$ cat src/rtl/cpu_ex_muldiv.sv
`default_nettype none
// ============================================================================
// Module   : cpu_ex_muldiv
// Brief    : Iterative EX-stage multiply/divide unit with HI/LO registers.
//            Define MULDIV_FAST_MUL_EN for single-cycle MULT/MULTU.
// Revision : 1.0 - initial release
// ============================================================================

module cpu_ex_muldiv #(
  parameter int WIDTH = 32
) (
  input  logic             clk,
  input  logic             clr_n,
  input  logic             op_valid,
  input  logic [2:0]       op,
  input  logic [WIDTH-1:0] src_a,
  input  logic [WIDTH-1:0] src_b,
  input  logic             hilo_read,
  input  logic             flush,
  output logic             busy,
  output logic             stall_req,
  output logic [WIDTH-1:0] hi,
  output logic [WIDTH-1:0] lo
);

  localparam int                 c_CNT_W    = $clog2(WIDTH) + 1;
  localparam logic [c_CNT_W-1:0] c_CNT_LAST = c_CNT_W'(WIDTH - 1);
  localparam logic [c_CNT_W-1:0] c_CNT_ONE  = c_CNT_W'(1);
  localparam logic [2:0]         c_OP_MULT  = 3'd1;
  localparam logic [2:0]         c_OP_MULTU = 3'd2;
  localparam logic [2:0]         c_OP_DIV   = 3'd3;
  localparam logic [2:0]         c_OP_DIVU  = 3'd4;
  localparam logic [2:0]         c_OP_MTHI  = 3'd5;
  localparam logic [2:0]         c_OP_MTLO  = 3'd6;

  typedef enum logic [1:0] {
    S_IDLE = 2'd0,
    S_CALC = 2'd1,
    S_FIX  = 2'd2
  } state_t;

  state_t r_state, w_state_next;

  logic [c_CNT_W-1:0] r_count;
  logic [2*WIDTH-1:0] r_acc;
  logic [WIDTH-1:0]   r_opnd, r_raw_a, r_hi, r_lo;
  logic               r_is_div, r_div0, r_neg_q, r_neg_r;

  logic               w_idle, w_is_div, w_signed, w_a_neg, w_b_neg;
  logic               w_accept, w_mt_hi, w_mt_lo, w_commit;
  logic [WIDTH-1:0]   w_a_mag, w_b_mag, w_quot, w_rem, w_hi_res, w_lo_res;
  logic [WIDTH:0]     w_mul_sum, w_div_trial;
  logic [2*WIDTH-1:0] w_mul_next, w_div_next, w_prod, w_acc_init;

  assign w_idle   = (r_state == S_IDLE);
  assign w_is_div = (op == c_OP_DIV) || (op == c_OP_DIVU);
  assign w_signed = (op == c_OP_MULT) || (op == c_OP_DIV);
  assign w_a_neg  = w_signed & src_a[WIDTH-1];
  assign w_b_neg  = w_signed & src_b[WIDTH-1];
  assign w_a_mag  = w_a_neg ? -src_a : src_a;
  assign w_b_mag  = w_b_neg ? -src_b : src_b;

  assign w_accept = w_idle & op_valid & ~flush & (op >= c_OP_MULT) & (op <= c_OP_DIVU);
  assign w_mt_hi  = w_idle & op_valid & ~flush & (op == c_OP_MTHI);
  assign w_mt_lo  = w_idle & op_valid & ~flush & (op == c_OP_MTLO);
  assign w_commit = (r_state == S_FIX) & ~flush;

  // Divide keeps {remainder, dividend/quotient}; multiply keeps {partial, multiplier}.
`ifdef MULDIV_FAST_MUL_EN
  assign w_acc_init = w_is_div ? {{WIDTH{1'b0}}, w_a_mag}
                               : ({{WIDTH{1'b0}}, w_a_mag} * {{WIDTH{1'b0}}, w_b_mag});
`else
  assign w_acc_init = w_is_div ? {{WIDTH{1'b0}}, w_a_mag} : {{WIDTH{1'b0}}, w_b_mag};
`endif

  assign w_mul_sum   = {1'b0, r_acc[2*WIDTH-1:WIDTH]} + (r_acc[0] ? {1'b0, r_opnd} : '0);
  assign w_mul_next  = {w_mul_sum, r_acc[WIDTH-1:1]};
  assign w_div_trial = {r_acc[2*WIDTH-1:WIDTH], r_acc[WIDTH-1]} - {1'b0, r_opnd};
  assign w_div_next  = w_div_trial[WIDTH] ? {r_acc[2*WIDTH-2:0], 1'b0}
                                          : {w_div_trial[WIDTH-1:0], r_acc[WIDTH-2:0], 1'b1};

  assign w_prod   = r_neg_q ? -r_acc : r_acc;
  assign w_quot   = r_acc[WIDTH-1:0];
  assign w_rem    = r_acc[2*WIDTH-1:WIDTH];
  assign w_lo_res = r_is_div ? (r_div0 ? '1 : (r_neg_q ? -w_quot : w_quot))
                             : w_prod[WIDTH-1:0];
  assign w_hi_res = r_is_div ? (r_div0 ? r_raw_a : (r_neg_r ? -w_rem : w_rem))
                             : w_prod[2*WIDTH-1:WIDTH];

  always_ff @(posedge clk or negedge clr_n) begin
    if (!clr_n) r_state <= S_IDLE;
    else        r_state <= w_state_next;
  end

  always_comb begin
    w_state_next = r_state;
    case (r_state)
      S_IDLE: begin
        if (w_accept) begin
`ifdef MULDIV_FAST_MUL_EN
          w_state_next = w_is_div ? S_CALC : S_FIX;
`else
          w_state_next = S_CALC;
`endif
        end
      end
      S_CALC: begin
        if (flush)                        w_state_next = S_IDLE;
        else if (r_count == c_CNT_LAST)   w_state_next = S_FIX;
      end
      S_FIX:   w_state_next = S_IDLE;
      default: w_state_next = S_IDLE;
    endcase
  end

  always_ff @(posedge clk or negedge clr_n) begin
    if (!clr_n) begin
      r_count  <= '0;
      r_acc    <= '0;
      r_opnd   <= '0;
      r_raw_a  <= '0;
      r_is_div <= 1'b0;
      r_div0   <= 1'b0;
      r_neg_q  <= 1'b0;
      r_neg_r  <= 1'b0;
      r_hi     <= '0;
      r_lo     <= '0;
    end else begin
      if (w_accept) begin
        r_count  <= '0;
        r_acc    <= w_acc_init;
        r_opnd   <= w_is_div ? w_b_mag : w_a_mag;
        r_raw_a  <= src_a;
        r_is_div <= w_is_div;
        r_div0   <= w_is_div & (src_b == '0);
        r_neg_q  <= w_a_neg ^ w_b_neg;
        r_neg_r  <= w_a_neg;
      end else if ((r_state == S_CALC) && !flush) begin
        r_count <= r_count + c_CNT_ONE;
        r_acc   <= r_is_div ? w_div_next : w_mul_next;
      end

      if (w_commit) begin
        r_hi <= w_hi_res;
        r_lo <= w_lo_res;
      end else begin
        if (w_mt_hi) r_hi <= src_a;
        if (w_mt_lo) r_lo <= src_a;
      end
    end
  end

  assign busy      = ~w_idle;
  assign stall_req = busy & (op_valid | hilo_read);
  assign hi        = r_hi;
  assign lo        = r_lo;

endmodule

`default_nettype wire

$ cat config.mk
export PLATFORM = sky130hd
export DESIGN_NAME = cpu_ex_muldiv
export DESIGN_NICKNAME = d
export VERILOG_FILES = /design/src/rtl/cpu_ex_muldiv.sv
export SDC_FILE = /design/constraint.sdc
export NUM_CORES = 1
export LEC_CHECK = 0
export ABC_AREA = 1
export CAP_MARGIN = 20
export CORE_UTILIZATION = 55
export DETAILED_ROUTE_END_ITERATION = 6
export PLACE_DENSITY_LB_ADDON = 0.1
export SKIP_CTS_REPAIR_TIMING = 1
export SYNTH_ARGS = -nofsm -noshare
export SYNTH_HDL_FRONTEND = slang
export SYNTH_SLANG_ARGS = --single-unit
$ cat constraint.sdc
create_clock -name clk -period 4.57 [get_ports clk]
set_input_delay 0.6855 -clock clk [delete_from_list [all_inputs] [get_ports clk]]
set_output_delay 0.6855 -clock clk [all_outputs]
set_load 0.005 [all_outputs]
==> flow_metrics.py <==
metrics = {
    "status": {
        "outcome": "finished clean",
    },
    "logic_synthesis": {
        "yosysWarnings": 0,
        "synth_seq_cells": 204,
        "async_reset_ff_share_pct": 100,
        "synth_edf_count": 0,
        "ys_seq_area_share_pct": 24.7,
        "synth.distinct_cells": 52,
        "syn_inst": 3580,
        "synth.cells.most_frequent": "nand2_1, inv_1, nand3_1",
        "synth.most_common_cell": "nand2_1",
        "syn-cell-area_um2": 20600,
        "postSynthAreaPerCell_um2": 5.77,
        "synth_area_leaders": "dfrtp_1, nand2_1, inv_1",
        "synth-main-ff-cell": "dfrtp_1",
        "yosys.area.top_type": "dfrtp_1",
        "syn_nets": 3723,
        "synth_largest_type_area_fraction_pct": 24.7,
    },
    "route": {
        "drc": 0,
        "dr.pass1.iters": 6,
        "first_iter_violations": 3548,
        "wl_um": 92600,
        "via_per_inst": 6.15,
        "vias": 25390,
        "wire_per_inst_um": 22.4,
        "ant_nets": 0,
    },
    "sta": {
        "hold_viol_final": 0,
        "fin_crit_sh_pct": 74.2,
        "grt_setup_unrepaired": "no",
        "tightest_slew_ns": 1.14,
        "slew_violations": 0,
        "fin_skew_ns": 0.0182,
        "fmax_ghz": 0.295,
        "fin_crit_ns": 3.39,
        "setup_ws_ns": 1.18,
        "timing.slew.headroom_pct": 24.2,
        "setup_tns_ns": 0,
        "setup_viol": 0,
    },
    "die": {
        "die_w_um": 196,
        "rows": 70,
        "dieArea_um2": 38300,
        "core-area_um2": 36800,
        "die_h_um": 196,
        "start_util_pct": 56.1,
        "ios": 138,
    },
    "power_and_ir_drop": {
        "finalPower_uw": 14500,
        "power_density_nw_per_um2": 623,
        "p_leak_uw": 0.0124,
        "vdd_ir_drop_max_uv": 390,
    },
    "worst_setup_path": {
        "crit_top_cell": "nand2_1",
        "worstSetupPathType": "reg -> reg",
        "worst_path_largest_cell_delay_ns": 0.57,
        "crit_required_ns": 5.02,
        "cp-start-kind": "register",
        "cp.arrival_ns": 3.84,
        "cp_top_family": "simple AND/OR/NAND/NOR gates",
        "cp.buffers_inverters": 3,
        "cp_max_fo": 31,
        "endpoint_kind": "register",
        "path_cells": "buf_4, nand2_1, inv_1, ha_1, a21oi_1, nor2_1, o21ai_0, nand3_1, nand2_1, nand2_1, nand2_1, nand3_1, nand2_1, inv_1, nand2_1, nand2_1",
        "critPathSlowestCell": "dfrtp_1",
    },
    "final_layout": {
        "utilization_pct": 63.2,
        "area_growth_syn_to_layout_pct": 12.7,
        "final_cells": 4130,
        "drive_above_1_share_pct": 3.93,
        "nets": 3785,
        "fill_cells": 3499,
    },
    "clock_tree": {
        "cts_max_level": 1,
        "cts_buffer_depth": 3,
        "cts_tree": "done",
        "cts_root_buf": "clkbuf_16",
        "numClockSinks": 204,
        "clk_latency_ns": 0.57,
        "tritoncts.num_buffers": 25,
        "path_clk_slew_ns": 0.07,
    },
    "grt": {
        "grt_overflow": 0,
        "grtUsageTotal_pct": 48.1,
        "antenna_found_initial": 1,
        "grt_max_degree": 131,
        "grt_first_pass_wirelength_um": 139000,
        "grt_pass1_vias": 23804,
    },
    "placed_design": {
        "place.gp.congestion": 1.09,
        "io_buffers": 137,
        "post-place-ws_ns": 1.12,
        "post-place-cells": 4083,
        "dpl.hpwl_um": 71800,
    },
    "min_path": {
        "hp-class": "in -> async",
    },
    "flow_run": {
        "maxCapViolCount": 0,
    },
}
-- cells in the final DEF (no fill, tap or decap), types with 8 or more instances in the layout --
cell,Yosys,final
and2_1,10,10
ha_1,69,69
o21bai_1,10,10
a31oi_1,12,12
a22oi_1,12,12
inv_2,13,13
nand4_1,48,48
nor4_1,8,8
nor2_2,16,17
nand3b_1,8,8
dfrtp_1,204,202
or2_2,9,9
clkdlybuf4s50_1,0,136
o211ai_1,62,62
nor2_1,296,294
xnor2_1,15,15
buf_4,5,30
o21ai_1,14,14
o21ai_0,236,236
inv_1,536,536
o22ai_1,8,8
nand2_1,1279,1278
clkbuf_16,0,25
nor3_1,45,45
nand2_2,12,12
xor2_1,66,66
a21oi_1,107,107
nand3_1,303,303
-- report_power, final --
group / internal, uW / switching, uW
Clock: 1460 / 920
Sequential: 2340 / 908
Combinational: 2780 / 6100
-- registers in the layout, summed over array words and instances, names as in the netlist --
name / flops
lo: 32
r_state: 2
r_div0: 1
r_raw_a: 32
r_count: 6
r_opnd: 32
r_neg_q: 1
hi: 32
r_is_div: 1
r_neg_r: 1
r_acc: 64
-- worst paths after layout --
path	start	to	slack, ns	depth (start not counted)
max in group asynchronous	clr_n	r_is_div	3.39	2
max reg2reg	r_acc[0]	r_acc[47]	1.18	16
min reg2reg	r_raw_a[25]	r_raw_a[25]	0.48	2
max	r_acc[0]	r_acc[47]	1.18	16
min	clr_n	r_acc[43]	0.02	1
min in group clk	r_raw_a[25]	r_raw_a[25]	0.48	2
-- area by class of cell --
cell class              count  area [um^2]  area share [%]
repair buffers            169         1640            7.03
clock inverters            17          284            1.22
flip-flops and latches    204         5110            22.0
diodes                      1         2.50          0.0108
inverters                 554         2080            8.94
multi-input cells        2688        12900            55.4
clock buffers              29          671            2.88
well taps                 468          586            2.52
-- metal layers --
layer  vias to the layer above  part of all wire [%]  track usage, %  wire [um]
met5                         -                0.0076               0          7
met4                         2                   8.1            31.2       7480
met3                       442                    14            14.3      13000
met2                      1884                    41            71.7      38200
met1                     11609                    37            60.7      33900
li1                      11453                     -               -          -
-- cell families (layout without fill, tap and decap cells) --
kind of cell    Yosys count  in the layout  synth area share, %
compound gates          491            491                 13.5
simple gates           2045           2045                 41.0
fa+ha+maj                71             71                 4.38
other cells               0              1                    0
buf+inv                 688            769                 12.9
xor+xnor                 81             81                 3.44
flops                   204            204                 24.7
-- per-stage QoR --
stage / area (um^2) / hold WS [ns]
detailed placement: 22300 / 0.473
global placement: 22300 / 0.464
floorplan: 20600 / 0.390
CTS: 23300 / 0.0407
global route: 23300 / 0.0393
finish: 23300 / 0.0249
Note: power is estimated with default switching activity, not from simulation.
